File: config.mk
export PLATFORM = sky130hd
export DESIGN_NAME = bird_motion_flat
export DESIGN_NICKNAME = d
export VERILOG_FILES = /design/src/rtl/bird_pkg.sv /design/src/rtl/bird_motion_if.sv /design/src/rtl/bird_anim_ctr.sv /design/src/rtl/bird_motion.sv /design/src/flat_wrapper.sv
export SDC_FILE = /design/constraint.sdc
export NUM_CORES = 1
export LEC_CHECK = 0
export CORE_ASPECT_RATIO = 0.75
export CORE_MARGIN = 2
export CORE_UTILIZATION = 39
export DETAILED_ROUTE_END_ITERATION = 8
export PLACE_DENSITY_LB_ADDON = 0.3
export SYNTH_ARGS = -nofsm -noshare
export SYNTH_HDL_FRONTEND = slang
export SYNTH_HIERARCHICAL = 1
export SYNTH_SLANG_ARGS = --single-unit
File: constraint.sdc
create_clock -name Clk -period 18.6 [get_ports Clk]
set_input_delay 4.65 -clock Clk [delete_from_list [all_inputs] [get_ports Clk]]
set_output_delay 4.65 -clock Clk [all_outputs]
set_load 0.02 [all_outputs]
File: src/rtl/bird_pkg.sv
// Shared types and default geometry for the bird motion block.
package bird_pkg;

  // Game phase as driven by the game controller; 2'b11 decodes as DEAD.
  typedef enum logic [1:0] {
    IDLE = 2'b00,
    PLAY = 2'b01,
    DEAD = 2'b10
  } game_state_t;

  // Default sprite geometry and placement, in pixels.
  localparam int DEF_X_POS    = 320;
  localparam int DEF_Y_START  = 240;
  localparam int DEF_GROUND_Y = 440;
  localparam int DEF_SPRITE_W = 21;
  localparam int DEF_SPRITE_H = 13;
  localparam int DEF_ADDR_W   = 19;

  // Map the raw 2-bit game state onto the enum, folding 2'b11 into DEAD.
  function automatic game_state_t decode_state(input logic [1:0] raw);
    game_state_t st;
    case (raw)
      2'b00:   st = IDLE;
      2'b01:   st = PLAY;
      default: st = DEAD;
    endcase
    return st;
  endfunction

endpackage

File: src/rtl/bird_motion_if.sv
// Pixel/game-side signal bundle of the bird block.
// master = game/video side, slave = bird_motion.
interface bird_motion_if #(
  parameter int ADDR_W = 19,
  parameter int FIDX_W = 2
);
  logic [9:0]        DrawX;
  logic [9:0]        DrawY;
  logic              flap;
  logic [1:0]        game_state;
  logic [9:0]        bird_x;
  logic [9:0]        bird_y;
  logic              is_bird;
  logic [ADDR_W-1:0] sprite_addr;
  logic              hit_ground;
  logic              hit_ceiling;
  logic [FIDX_W-1:0] frame_idx;

  modport master (
    output DrawX, DrawY, flap, game_state,
    input  bird_x, bird_y, is_bird, sprite_addr, hit_ground, hit_ceiling, frame_idx
  );

  modport slave (
    input  DrawX, DrawY, flap, game_state,
    output bird_x, bird_y, is_bird, sprite_addr, hit_ground, hit_ceiling, frame_idx
  );
endinterface

File: src/rtl/bird_anim_ctr.sv
// Wing-flap animation counter: advances the frame every FRAME_TICKS ticks
// while enabled, cleared back to frame 0 by a tick with clear set.
module bird_anim_ctr #(
  parameter int NUM_FRAMES  = 3,
  parameter int FRAME_TICKS = 4,
  parameter int FIDX_W      = (NUM_FRAMES > 1) ? $clog2(NUM_FRAMES) : 1
) (
  input  logic              Clk,
  input  logic              Reset,
  input  logic              tick,
  input  logic              enable,
  input  logic              clear,
  output logic [FIDX_W-1:0] frame_idx
);

  localparam int CNT_W = (FRAME_TICKS > 1) ? $clog2(FRAME_TICKS) : 1;
  localparam logic [CNT_W-1:0]  CNT_LAST   = CNT_W'(FRAME_TICKS - 1);
  localparam logic [FIDX_W-1:0] FRAME_LAST = FIDX_W'(NUM_FRAMES - 1);

  logic [CNT_W-1:0]  tick_cnt_q, tick_cnt_d;
  logic [FIDX_W-1:0] frame_idx_q, frame_idx_d;

  // Next tick count / frame; clear wins over enable, no change without tick.
  always_comb begin
    tick_cnt_d  = tick_cnt_q;
    frame_idx_d = frame_idx_q;
    if (tick && clear) begin
      tick_cnt_d  = '0;
      frame_idx_d = '0;
    end else if (tick && enable) begin
      if (tick_cnt_q == CNT_LAST) begin
        tick_cnt_d  = '0;
        frame_idx_d = (frame_idx_q == FRAME_LAST) ? '0 : frame_idx_q + FIDX_W'(1);
      end else begin
        tick_cnt_d  = tick_cnt_q + CNT_W'(1);
        frame_idx_d = frame_idx_q;
      end
    end else begin
      tick_cnt_d  = tick_cnt_q;
      frame_idx_d = frame_idx_q;
    end
  end

  // Counter registers with synchronous reset.
  always_ff @(posedge Clk) begin
    if (Reset) begin
      tick_cnt_q  <= '0;
      frame_idx_q <= '0;
    end else begin
      tick_cnt_q  <= tick_cnt_d;
      frame_idx_q <= frame_idx_d;
    end
  end

  assign frame_idx = frame_idx_q;

endmodule

File: src/rtl/bird_motion.sv
// Flappy-bird motion: fixed-point vertical physics stepped once per video
// frame, sticky ground/ceiling contact flags, wing animation and the
// per-pixel sprite hit/address lookup.
module bird_motion
  import bird_pkg::*;
#(
  parameter int X_POS       = DEF_X_POS,
  parameter int Y_START     = DEF_Y_START,
  parameter int GROUND_Y    = DEF_GROUND_Y,
  parameter int SPRITE_W    = DEF_SPRITE_W,
  parameter int SPRITE_H    = DEF_SPRITE_H,
  parameter int FRAC        = 4,
  parameter int GRAVITY     = 16,
  parameter int JUMP_VEL    = 128,
  parameter int MAX_FALL    = 96,
  parameter int NUM_FRAMES  = 3,
  parameter int FRAME_TICKS = 4,
  parameter int ADDR_W      = DEF_ADDR_W
) (
  input  logic          Clk,
  input  logic          Reset,
  input  logic          frame_clk,
  bird_motion_if.slave  bus
);

  localparam int FIDX_W = (NUM_FRAMES > 1) ? $clog2(NUM_FRAMES) : 1;
  localparam int VEL_W  = 10 + FRAC + 1;
  localparam int Y_W    = 10 + FRAC;
  localparam int SUM_W  = Y_W + 2;

  localparam logic [Y_W-1:0]          Y_START_FX = Y_W'(Y_START << FRAC);
  localparam logic [Y_W-1:0]          GROUND_FX  = Y_W'((GROUND_Y - SPRITE_H) << FRAC);
  localparam logic signed [SUM_W-1:0] GROUND_S   = {2'b00, GROUND_FX};
  localparam logic signed [VEL_W-1:0] GRAV_V     = VEL_W'(GRAVITY);
  localparam logic signed [VEL_W-1:0] JUMP_V     = VEL_W'(-JUMP_VEL);
  localparam logic signed [VEL_W-1:0] MAX_V      = VEL_W'(MAX_FALL);
  localparam logic [ADDR_W-1:0]       FRAME_PIX  = ADDR_W'(SPRITE_W * SPRITE_H);

  // frame_clk synchroniser: [0],[1] resynchronise, [2] is the edge history.
  logic [2:0]                fsync_q, fsync_d;
  logic                      tick_s;
  logic                      flap_prev_q, flap_prev_d;
  logic                      flap_rise_s;
  logic                      flap_pending_q, flap_pending_d;
  logic signed [VEL_W-1:0]   vel_q, vel_d;
  logic [Y_W-1:0]            y_fx_q, y_fx_d;
  logic                      hit_ground_q, hit_ground_d;
  logic                      hit_ceiling_q, hit_ceiling_d;
  game_state_t               state_s;

  logic signed [VEL_W-1:0]   vel_base_s;
  logic signed [VEL_W-1:0]   vel_grav_s;
  logic signed [VEL_W-1:0]   vel_new_s;
  logic signed [SUM_W-1:0]   vel_ext_s;
  logic signed [SUM_W-1:0]   y_sum_s;

  logic [FIDX_W-1:0]         frame_idx_s;
  logic [9:0]                bird_y_s;
  logic                      is_bird_s;
  logic [ADDR_W-1:0]         sprite_addr_s;
  logic                      in_x_s, in_y_s;
  logic [10:0]               draw_x_w, draw_y_w, y_top_w, y_bot_w;
  logic [9:0]                dx_s, dy_s;

  assign state_s     = decode_state(bus.game_state);
  assign tick_s      = fsync_q[1] & ~fsync_q[2];
  assign flap_rise_s = bus.flap & ~flap_prev_q;
  assign bird_y_s    = y_fx_q[Y_W-1:FRAC];

  // Shift frame_clk through the synchroniser chain and track flap history.
  always_comb begin
    fsync_d     = {fsync_q[1:0], frame_clk};
    flap_prev_d = bus.flap;
  end

  // A flap edge is latched only during play; every tick consumes it.
  always_comb begin
    if (flap_rise_s && (state_s == PLAY)) begin
      flap_pending_d = 1'b1;
    end else if (tick_s) begin
      flap_pending_d = 1'b0;
    end else begin
      flap_pending_d = flap_pending_q;
    end
  end

  // Candidate velocity and position for this tick. Once dead the bird may
  // only fall, so any remaining upward velocity is dropped before gravity.
  always_comb begin
    if ((state_s == DEAD) && vel_q[VEL_W-1]) begin
      vel_base_s = '0;
    end else begin
      vel_base_s = vel_q;
    end
    vel_grav_s = vel_base_s + GRAV_V;
    if ((state_s == PLAY) && flap_pending_q) begin
      vel_new_s = JUMP_V;
    end else if (vel_grav_s > MAX_V) begin
      vel_new_s = MAX_V;
    end else begin
      vel_new_s = vel_grav_s;
    end
    vel_ext_s = {{(SUM_W - VEL_W){vel_new_s[VEL_W-1]}}, vel_new_s};
    y_sum_s   = $signed({2'b00, y_fx_q}) + vel_ext_s;
  end

  // Per-tick physics update with ceiling/ground clamps and sticky flags.
  always_comb begin
    vel_d         = vel_q;
    y_fx_d        = y_fx_q;
    hit_ground_d  = hit_ground_q;
    hit_ceiling_d = hit_ceiling_q;
    if (tick_s) begin
      case (state_s)
        IDLE: begin
          y_fx_d        = Y_START_FX;
          vel_d         = '0;
          hit_ground_d  = 1'b0;
          hit_ceiling_d = 1'b0;
        end
        PLAY, DEAD: begin
          if (y_sum_s[SUM_W-1]) begin
            y_fx_d        = '0;
            vel_d         = '0;
            hit_ceiling_d = 1'b1;
          end else if (y_sum_s >= GROUND_S) begin
            y_fx_d       = GROUND_FX;
            vel_d        = '0;
            hit_ground_d = 1'b1;
          end else begin
            y_fx_d = y_sum_s[Y_W-1:0];
            vel_d  = vel_new_s;
          end
        end
        default: begin
          vel_d  = vel_q;
          y_fx_d = y_fx_q;
        end
      endcase
    end else begin
      vel_d  = vel_q;
      y_fx_d = y_fx_q;
    end
  end

  // Motion state registers; Reset overrides any coincident tick or flap.
  always_ff @(posedge Clk) begin
    if (Reset) begin
      fsync_q        <= 3'b000;
      flap_prev_q    <= 1'b0;
      flap_pending_q <= 1'b0;
      vel_q          <= '0;
      y_fx_q         <= Y_START_FX;
      hit_ground_q   <= 1'b0;
      hit_ceiling_q  <= 1'b0;
    end else begin
      fsync_q        <= fsync_d;
      flap_prev_q    <= flap_prev_d;
      flap_pending_q <= flap_pending_d;
      vel_q          <= vel_d;
      y_fx_q         <= y_fx_d;
      hit_ground_q   <= hit_ground_d;
      hit_ceiling_q  <= hit_ceiling_d;
    end
  end

  bird_anim_ctr #(
    .NUM_FRAMES  (NUM_FRAMES),
    .FRAME_TICKS (FRAME_TICKS),
    .FIDX_W      (FIDX_W)
  ) u_anim (
    .Clk       (Clk),
    .Reset     (Reset),
    .tick      (tick_s),
    .enable    (state_s == PLAY),
    .clear     (state_s == IDLE),
    .frame_idx (frame_idx_s)
  );

  // Sprite box hit test and ROM address for the current pixel (11-bit
  // arithmetic so the box edge near 1023 cannot wrap).
  always_comb begin
    draw_x_w = {1'b0, bus.DrawX};
    draw_y_w = {1'b0, bus.DrawY};
    y_top_w  = {1'b0, bird_y_s};
    y_bot_w  = y_top_w + 11'(SPRITE_H);
    in_x_s   = (draw_x_w >= 11'(X_POS)) && (draw_x_w < 11'(X_POS + SPRITE_W));
    in_y_s   = (draw_y_w >= y_top_w) && (draw_y_w < y_bot_w);
    dx_s     = bus.DrawX - 10'(X_POS);
    dy_s     = bus.DrawY - bird_y_s;
    if (in_x_s && in_y_s) begin
      is_bird_s     = 1'b1;
      sprite_addr_s = ADDR_W'(frame_idx_s) * FRAME_PIX
                    + ADDR_W'(dy_s) * ADDR_W'(SPRITE_W)
                    + ADDR_W'(dx_s);
    end else begin
      is_bird_s     = 1'b0;
      sprite_addr_s = '0;
    end
  end

  assign bus.bird_x      = 10'(X_POS);
  assign bus.bird_y      = bird_y_s;
  assign bus.is_bird     = is_bird_s;
  assign bus.sprite_addr = sprite_addr_s;
  assign bus.hit_ground  = hit_ground_q;
  assign bus.hit_ceiling = hit_ceiling_q;
  assign bus.frame_idx   = frame_idx_s;

endmodule
File: src/flat_wrapper.sv
// flat-port wrapper written by rule: the top's interface ports become plain ports
module bird_motion_flat import bird_pkg::*;
#(
  parameter int X_POS       = DEF_X_POS,
  parameter int Y_START     = DEF_Y_START,
  parameter int GROUND_Y    = DEF_GROUND_Y,
  parameter int SPRITE_W    = DEF_SPRITE_W,
  parameter int SPRITE_H    = DEF_SPRITE_H,
  parameter int FRAC        = 4,
  parameter int GRAVITY     = 16,
  parameter int JUMP_VEL    = 128,
  parameter int MAX_FALL    = 96,
  parameter int NUM_FRAMES  = 3,
  parameter int FRAME_TICKS = 4,
  parameter int ADDR_W      = DEF_ADDR_W
)
  (Clk, Reset, frame_clk, bus_DrawX, bus_DrawY, bus_flap, bus_game_state, bus_bird_x, bus_bird_y, bus_is_bird, bus_sprite_addr, bus_hit_ground, bus_hit_ceiling, bus_frame_idx);
  bird_motion_if #(.ADDR_W(ADDR_W)) bus_i ();
  input  logic Clk;
  input  logic Reset;
  input  logic frame_clk;
  input wire logic [$bits(bus_i.DrawX)-1:0] bus_DrawX;
  input wire logic [$bits(bus_i.DrawY)-1:0] bus_DrawY;
  input wire logic [$bits(bus_i.flap)-1:0] bus_flap;
  input wire logic [$bits(bus_i.game_state)-1:0] bus_game_state;
  output wire logic [$bits(bus_i.bird_x)-1:0] bus_bird_x;
  output wire logic [$bits(bus_i.bird_y)-1:0] bus_bird_y;
  output wire logic [$bits(bus_i.is_bird)-1:0] bus_is_bird;
  output wire logic [$bits(bus_i.sprite_addr)-1:0] bus_sprite_addr;
  output wire logic [$bits(bus_i.hit_ground)-1:0] bus_hit_ground;
  output wire logic [$bits(bus_i.hit_ceiling)-1:0] bus_hit_ceiling;
  output wire logic [$bits(bus_i.frame_idx)-1:0] bus_frame_idx;
  assign bus_i.DrawX = bus_DrawX;
  assign bus_i.DrawY = bus_DrawY;
  assign bus_i.flap = bus_flap;
  assign bus_i.game_state = bus_game_state;
  assign bus_bird_x = bus_i.bird_x;
  assign bus_bird_y = bus_i.bird_y;
  assign bus_is_bird = bus_i.is_bird;
  assign bus_sprite_addr = bus_i.sprite_addr;
  assign bus_hit_ground = bus_i.hit_ground;
  assign bus_hit_ceiling = bus_i.hit_ceiling;
  assign bus_frame_idx = bus_i.frame_idx;
  bird_motion #(.X_POS(X_POS), .Y_START(Y_START), .GROUND_Y(GROUND_Y), .SPRITE_W(SPRITE_W), .SPRITE_H(SPRITE_H), .FRAC(FRAC), .GRAVITY(GRAVITY), .JUMP_VEL(JUMP_VEL), .MAX_FALL(MAX_FALL), .NUM_FRAMES(NUM_FRAMES), .FRAME_TICKS(FRAME_TICKS), .ADDR_W(ADDR_W)) u_core (.Clk(Clk), .Reset(Reset), .frame_clk(frame_clk), .bus(bus_i));
endmodule
==> reports/qor.yml <==
die:
  die_x_um: 141
  start_util_pct: 39.9
  core_region_area_mm2: 0.0137
  die_h_um: 107
  io_pins: 70
  rows: 37
  fp.dieArea_mm2: 0.0150
sta:
  drv_slew: 0
  fin_worst_skew_ns: 0.0118
  fin_setup_tns_ns: 0
  fin_crit_sh_pct: 82.8
  hold_viol: 0
  rsz0062_at_grt: "no"
  post-route-min-period_ns: 15.40
  setup_slack_ns: 3.20
  tightestPinTransition_ns: 1.01
  setup_viol: 0
  max_freq_ghz: 0.0649
  relSlewSlack_pct: 32.7
placement:
  dpl_cell_area_mm2: 0.00596
  routabilityCongestion: 0.914
  dp_hpwl_um: 11400
  dp_slack_ns: 3.23
  port_buffers: 56
power_and_ir_drop:
  powerDensity_mw_per_mm2: 81.8
  vdd_drop_max_uv: 56.0
  finalPower_w: 0.000500
  p_leak_nw: 2.74
final_layout:
  final_layout_size_suffix_gt1_share_pct: 6.31
  final_common_cell: "ha_1"
  final_cell_mix: "ha_1 (86), inv_1 (75), clkdlybuf4s50_1 (56), nand2_1 (41), nor2_1 (41)"
  area.growth.synth_to_final_pct: 11.5
  fillerInstances: 1368
  final_core_util_pct: 44.5
  final_area_mm2: 0.00612
  fin_nets: 814
  n_antenna_cell: 0
worst_hold_path:
  holdCritPathClass: "register to register"
  whs_path_depth: 1
worst_setup_path:
  critPathTopFamily: "adder cells"
  timing.critical_path.buf_inv: 4
  worstPathRequired_ns: 13.95
  max_stage_delay_ns: 0.61
  cp.depth: 25
  critPathCaptureType: "primary output"
  cp-start-kind: "input pin"
  cp_slowest_cell: "clkdlybuf4s50_1"
  critPathArrivalTime_ns: 10.75
  path_max_fanout: 3
  ff2ff_path_depth: 24
  crit_type: "input pin to primary output"
clocking:
  root_buffer: "clkbuf_16"
  cts_buffers: 5
  cts_max_level: 2
  post_cts_resize_count: 0
  cts_post_setup_buffers_inserted: 0
  cts_tree: "done"
  clock-sinks: 40
  clk_pin_slew_ns: 0.06
  clk_latency_ns: 0.29
  clockBufferDepth: 2
  hold_buffers: 0
synthesis:
  synth_cell_types: 80
  synth_warnings: 6
  yosysSeqAreaShare_pct: 14.6
  synthFlopType: "dfxtp_1"
  async_flop_share_pct: 0
  syn_area_per_cell_um2: 8.49
  syn_area_mm2: 0.00548
  synth_seq_cells: 40
  synthCells: 646
  synth_edf_count: 0
routing:
  route.detailed.drc: 0
  wl_per_cell_um: 15.9
  drt_pass1_iterations: 4
  vias: 4592
  first_iter_violations: 201
  antenna_left: 0
  wl_um: 13600
  vias_per_cell: 5.36
global_routing:
  grt_pass1_vias: 4365
  globalRouteTotalUtil_pct: 18.7
  antenna_found_initial: 0
  grt_first_pass_wirelength_um: 22600
  grt_overflow: 0
  grt_start_max_net_pins: 23
status:
  status: "completed"
flow_run:
  drv_cap: 0
## routing by layer
layer | wire, µm | vias to the layer above | global-route usage (%)
li1 | - | 2294 | -
met1 | 7520 | 2174 | 29.5
met2 | 5340 | 117 | 27.3
met3 | 684 | 7 | 2.81
met4 | 91 | 0 | 2.43
met5 | 0 | - | 0
## cells in the mapped netlist, types with 8 or more instances
library cell | n | area [µm²]
a22o_1 | 11 | 96.3
a211oi_1 | 8 | 60.1
o21ai_0 | 24 | 120
buf_4 | 25 | 188
inv_1 | 75 | 282
o21a_1 | 8 | 60.1
a21oi_1 | 33 | 165
o21bai_1 | 8 | 60.1
a21o_1 | 12 | 90.1
xor2_1 | 15 | 131
nor2b_1 | 14 | 87.6
nand2_1 | 41 | 154
nor3_1 | 9 | 45.0
and2_1 | 8 | 50.1
nand3_1 | 11 | 55.1
nor2_1 | 42 | 158
xnor2_1 | 29 | 254
dfxtp_1 | 40 | 801
fa_1 | 22 | 440
ha_1 | 86 | 1080
## worst paths after layout
path / from / endpoint / slack (ns)
max reg2reg: u_core/vel_q[14]$_SDFFE_PP0P_ / u_core/y_fx_q[6]$_SDFFE_PP0P_ / 12.41
max: bus_DrawY[1] / bus_sprite_addr[14] / 3.20
min reg2reg: u_core/fsync_q[0]$_SDFF_PP0_ / u_core/fsync_q[1]$_SDFF_PP0_ / 0.44
min: u_core/fsync_q[0]$_SDFF_PP0_ / u_core/fsync_q[1]$_SDFF_PP0_ / 0.44
## power by group
group	leakage, nW	switching (W)	internal [W]
sequential	0.324	0.00000226	0.0000872
combinational	2.35	0.000176	0.000144
clock	0.0691	0.0000381	0.0000534
total	2.74	0.000216	0.000284
## metrics by stage
step | hold WS, ns | cells
final | 0.441 | 856
after global routing | 0.463 | 856
after CTS | 0.445 | 856
after detailed placement | 0.432 | 848
after global placement | 0.423 | 848
after floorplan | 0.414 | 657
## logic make-up (layout without fill, tap and decap cells)
| family | Yosys count | count (layout) | synth area share (%) |
|---|---|---|---|
| fa+ha+maj | 108 | 108 | 27.7 |
| xor+xnor | 45 | 45 | 7.44 |
| buf+inv | 115 | 139 | 11.4 |
| simple gates | 167 | 167 | 15.7 |
| mux | 3 | 3 | 0.593 |
| compound gates | 166 | 166 | 22.4 |
| flops | 40 | 40 | 14.6 |
| other cells | 2 | 13 | 0.137 |
## final cells by class
type | instances | area, µm² | area share, %
multi-input combinational | 502 | 4100 | 67.0
sequential | 40 | 801 | 13.1
timing repair buffer | 56 | 561 | 9.16
inverter | 75 | 282 | 4.60
tap | 175 | 219 | 3.58
clock buffer | 6 | 139 | 2.27
clock inverter | 2 | 15.0 | 0.245
## sequential cells by signal, summed over array words and instances, names as in the netlist
signal / cells
u_core/fsync_q: 3
u_core/bus.hit_ground: 1
u_core/bus.hit_ceiling: 1
u_core/flap_prev_q: 1
u_core/vel_q: 15
u_core/u_anim/tick_cnt_q: 2
u_core/y_fx_q: 14
u_core/flap_pending_q: 1
u_core/u_anim/frame_idx: 2
(Power assumes the default switching activity.)
==> patch 1: new RTL, same flow settings <==
`FRAME_TICKS` is set to 4 in 3 places; all go to 2.
--- a/src/rtl/bird_anim_ctr.sv
+++ b/src/rtl/bird_anim_ctr.sv
@@ -4,3 +4,3 @@
   parameter int NUM_FRAMES  = 3,
-  parameter int FRAME_TICKS = 4,
+  parameter int FRAME_TICKS = 2,
   parameter int FIDX_W      = (NUM_FRAMES > 1) ? $clog2(NUM_FRAMES) : 1
--- a/src/rtl/bird_motion.sv
+++ b/src/rtl/bird_motion.sv
@@ -16,3 +16,3 @@
   parameter int NUM_FRAMES  = 3,
-  parameter int FRAME_TICKS = 4,
+  parameter int FRAME_TICKS = 2,
   parameter int ADDR_W      = DEF_ADDR_W
--- a/src/flat_wrapper.sv
+++ b/src/flat_wrapper.sv
@@ -13,3 +13,3 @@
   parameter int NUM_FRAMES  = 3,
-  parameter int FRAME_TICKS = 4,
+  parameter int FRAME_TICKS = 2,
   parameter int ADDR_W      = DEF_ADDR_W
Formal check against the unedited RTL: not equivalent (a bounded check fails within 10 cycles, from zero or initial values and one cycle with Reset high).
==> patch 1 against the unedited design <==
Cell area down 0.55%. Sequential share of layout area down 0.26 points. Power grew 1.9%. Sequential cell count fell by 1. Wire length shrank 2.4%. Critical path depth is the same. Worst setup slack better by 0.034 ns. Area after synthesis shrank 0.94%. Critical endpoint is now bus_sprite_addr[15].
==> patch 1: results (changes against the unedited design) <==
- The first-pass GRT wire length was 22200 um (was 22600 um).
- The number of iterations in the first detailed-routing pass came to 6 (was 4).
- The via count of the first global-routing pass was 4358 (was 4365).
- The ratio of cells with drive above 1 in the final layout is 0.0637 (was 0.0631).
- The worst-case clock skew came to 0.00907 ns (was 0.0118 ns).
- Status: finished, final reports clean (unchanged).
- The final net count is 807 (was 814).
- The weighted congestion at the end of routability-driven global placement is 0.938 (was 0.914).
- The overall routing resource usage is 0.185 (was 0.187).
- The delay of the slowest cell on the worst path is 0.56 ns (was 0.61 ns).
- The count of unique library cells instantiated by Yosys is 79 (was 80).
- The setup slack of the critical path after layout is 3.24 ns (was 3.20 ns).
- The worst slack at placement was 3.34 ns (was 3.23 ns).
- The worst reg2reg path endpoint is u_core/y_fx_q[0] (was u_core/y_fx_q[6]).
- The slew at the pin closest to its max-slew limit was 1.03 ns (was 1.01 ns).
- The maximum resistive drop on vdd came to 0.0922 mV (was 0.0560 mV).
- The number of design-rule violations left by the first detailed-router iteration is 302 (was 201).
- The portion of the post-synthesis area used by sequential elements is 0.144 (was 0.146).
- The internal power consumption is 292 uW (was 284 uW).
- The post-detailed-route wirelength per cell is 15.7 um (was 15.9 um).
- The final HPWL from detailed placement came to 11100 um (was 11400 um).
- The critical path endpoint is bus_sprite_addr[15] (was bus_sprite_addr[14]).
- The minimum setup slack among reg-to-reg paths is 12.49 ns (was 12.41 ns).
- The data arrival time of the critical path is 10.71 ns (was 10.75 ns).
- The standby leakage power is 0.00273 uW (was 0.00274 uW).
- Commonest cells post-synth: sky130_fd_sc_hd__ha_1 (85), sky130_fd_sc_hd__inv_1 (75), sky130_fd_sc_hd__nor2_1 (41), sky130_fd_sc_hd__nand2_1 (40), sky130_fd_sc_hd__dfxtp_1 (39) (was sky130_fd_sc_hd__ha_1 (86), sky130_fd_sc_hd__inv_1 (75), sky130_fd_sc_hd__nor2_1 (42), sky130_fd_sc_hd__nand2_1 (41), sky130_fd_sc_hd__dfxtp_1 (40)).
[patch 1: power by group through the flow]
stage	sequential [uW]	clock (uW)	combinational (uW)
2_1_floorplan	88.1	0	257
3_3_place_gp	89.2	0	310
3_5_place_dp	89.2	0	316
4_1_cts	87.3	103	322
5_1_grt	87.5	107	370
6_report	87.3	101	321
[patch 1: cell type report]
type,count,share of cell area
inverter,75,0.0463
clock buffer,5,0.0206
multi-input combinational,497,0.669
timing repair buffer,56,0.0921
tap,175,0.0360
clock inverter,3,0.00761
sequential,39,0.128
[patch 1: cell families (layout without fill, tap and decap cells)]
| family | after synthesis | in the layout | share of synthesized area |
|---|---|---|---|
| mux | 2 | 2 | 0.00415 |
| fa+ha+maj | 107 | 107 | 0.277 |
| flops | 39 | 39 | 0.144 |
| compound gates | 165 | 165 | 0.225 |
| xor+xnor | 46 | 46 | 0.0767 |
| simple gates | 164 | 164 | 0.157 |
| other cells | 2 | 13 | 0.00138 |
| buf+inv | 115 | 139 | 0.115 |
[patch 1: per-stage QoR]
step | instances | utilization | hold WS (ns) | instance area (um^2) | total power (uW)
final | 850 | 0.445 | 0.440 | 6080 | 510
after global routing | 850 | 0.445 | 0.467 | 6080 | 565
after CTS | 850 | 0.445 | 0.446 | 6080 | 512
after detailed placement | 842 | 0.433 | 0.431 | 5910 | 406
after global placement | 842 | 0.433 | 0.417 | 5910 | 399
after floorplan | 651 | - | 0.414 | 5470 | 345
[patch 1: per-layer routing]
| layer | up-vias | share of wire | global-route usage |
|---|---|---|---|
| met1 | 2144 | 0.52 | 0.285 |
| met4 | 0 | 0.011 | 0.0361 |
| met5 | - | 0 | 0 |
| li1 | 2274 | - | - |
| met3 | 12 | 0.063 | 0.0306 |
| met2 | 126 | 0.40 | 0.269 |
==> patch 2: new RTL, same settings <==
Made on the original files. Make the reset (`Reset`) asynchronous in 2 clocked blocks. Comments in the files are not updated.
--- a/src/rtl/bird_anim_ctr.sv
+++ b/src/rtl/bird_anim_ctr.sv
@@ -44,3 +44,3 @@
   // Counter registers with synchronous reset.
-  always_ff @(posedge Clk) begin
+  always_ff @(posedge Clk or posedge Reset) begin
     if (Reset) begin
--- a/src/rtl/bird_motion.sv
+++ b/src/rtl/bird_motion.sv
@@ -146,3 +146,3 @@
   // Motion state registers; Reset overrides any coincident tick or flap.
-  always_ff @(posedge Clk) begin
+  always_ff @(posedge Clk or posedge Reset) begin
     if (Reset) begin
Formal check against the unedited RTL: differs if Reset is asserted again (counterexample within 4 cycles, from zero or initial values and one cycle with Reset high); with Reset held inactive, the same outputs for 10 cycles.
==> patch 2 against the unedited design <==
Non-clock buffer count up 5. Area after synthesis up 3.2%. First-iteration DRC count rose by 40%. Sequential cell count unchanged. Count of clock-buffer cells in the layout is the same. Synthesized cell count rose by 3.4%. Wire length rose by 7.5%. Die area rose by 3.1%. Worst setup slack got worse by 0.20 ns. Cell area up 5.5%. Via count up 6.6%. Worst hold slack got worse by 0.086 ns.
Power is not shown: default switching activity piles up to over one toggle a cycle in this logic, so the estimate is an artifact.
==> patch 2: results (changes against the unedited design) <==
- Status: finished, final reports clean (unchanged).
- The data arrival time of the critical path came to 10.95 ns (was 10.75 ns).
- The number of design-rule violations left by the first detailed-router iteration came to 282 (was 201).
- Ranking of synthesized cells by area: sky130_fd_sc_hd__ha_1 (19%), sky130_fd_sc_hd__dfrtp_1 (16%), sky130_fd_sc_hd__fa_1 (7.8%), sky130_fd_sc_hd__inv_1 (5.8%), sky130_fd_sc_hd__xnor2_1 (4.5%) (was sky130_fd_sc_hd__ha_1 (20%), sky130_fd_sc_hd__dfxtp_1 (15%), sky130_fd_sc_hd__fa_1 (8.0%), sky130_fd_sc_hd__inv_1 (5.1%), sky130_fd_sc_hd__xnor2_1 (4.6%)).
- The sequential share of cell area is 0.156 (was 0.131).
- The worst slack at placement was 3.04 ns (was 3.23 ns).
- The number of multi-input logic gates is 514 (was 502).
- The wire length on met1 is 7890 um (was 7520 um).
- The portion of the post-synthesis area used by sequential elements is 0.178 (was 0.146).
- The compound-gate portion of the synthesized area is 0.209 (was 0.224).
- The instance count after placement with tap cells included is 903 (was 848).
- The post-detailed-route wirelength per cell came to 16.1 um (was 15.9 um).
- The slew at the pin closest to its max-slew limit is 0.805 ns (was 1.01 ns).
- The number of inverters outside the clock class in the layout is 88 (was 75).
- The number of iterations in the first detailed-routing pass was 5 (was 4).
- The endpoint of the worst hold path is u_core/fsync_q[1] (unchanged).
- The launch instance of the worst register-to-register path was u_core/vel_q[14] (unchanged).
- The minimum setup slack among reg-to-reg paths is 11.88 ns (was 12.41 ns).
- The worst reg2reg path endpoint is u_core/y_fx_q[3] (was u_core/y_fx_q[6]).
- The via count of the first global-routing pass is 4622 (was 4365).
- The pin count of the biggest net entering global routing is 37 (was 23).
- Commonest cells post-synth: sky130_fd_sc_hd__inv_1 (87), sky130_fd_sc_hd__ha_1 (86), sky130_fd_sc_hd__o21ai_0 (46), sky130_fd_sc_hd__dfrtp_1 (36), sky130_fd_sc_hd__nand2_1 (36) (was sky130_fd_sc_hd__ha_1 (86), sky130_fd_sc_hd__inv_1 (75), sky130_fd_sc_hd__nor2_1 (42), sky130_fd_sc_hd__nand2_1 (41), sky130_fd_sc_hd__dfxtp_1 (40)).
- The floorplan die area is 15500 um^2 (was 15000 um^2).
- The proportion of register bits with asynchronous set or reset after synthesis is 1.00 (was 0).
- The post-synthesis share of cell area spent on full adders, half adders and majority gates is 0.268 (was 0.277).
- The worst hold path startpoint is u_core/fsync_q[0] (unchanged).
- The commonest register cell after synthesis is sky130_fd_sc_hd__dfrtp_1 (was sky130_fd_sc_hd__dfxtp_1).
- The timing-limited maximum frequency is 0.0641 GHz (was 0.0649 GHz).
- The overall routing resource usage came to 0.192 (was 0.187).
- The count of fill cells added during filler insertion is 1354 (was 1368).
- The weighted congestion at the end of routability-driven global placement was 0.894 (was 0.914).
patch 2: worst max-delay path by stage:
stage | from | end | depth (start not counted)
floorplan | bus_DrawY[1] | bus_sprite_addr[13] | 21
global placement | bus_DrawY[1] | bus_sprite_addr[14] | 25
detailed placement | bus_DrawY[1] | bus_sprite_addr[14] | 25
CTS | bus_DrawY[1] | bus_sprite_addr[14] | 25
global route | bus_DrawY[1] | bus_sprite_addr[14] | 25
finish | bus_DrawY[1] | bus_sprite_addr[14] | 25
patch 2: cell families (layout without fill, tap and decap cells):
kind of cell | Yosys count | count (layout)
other | 2 | 13
flip-flops | 40 | 40
adder cells (fa/ha/maj) | 108 | 108
buffers and inverters | 125 | 157
multiplexers | 7 | 7
AO/OA/AOI/OAI | 173 | 173
AND/OR/NAND/NOR | 175 | 175
XOR/XNOR | 38 | 38
patch 2: metal layers:
metal  up-vias  track usage
met5         -            0
met4         0       0.0396
met3        15       0.0235
li1       2408            -
met1      2328        0.304
met2       146        0.276
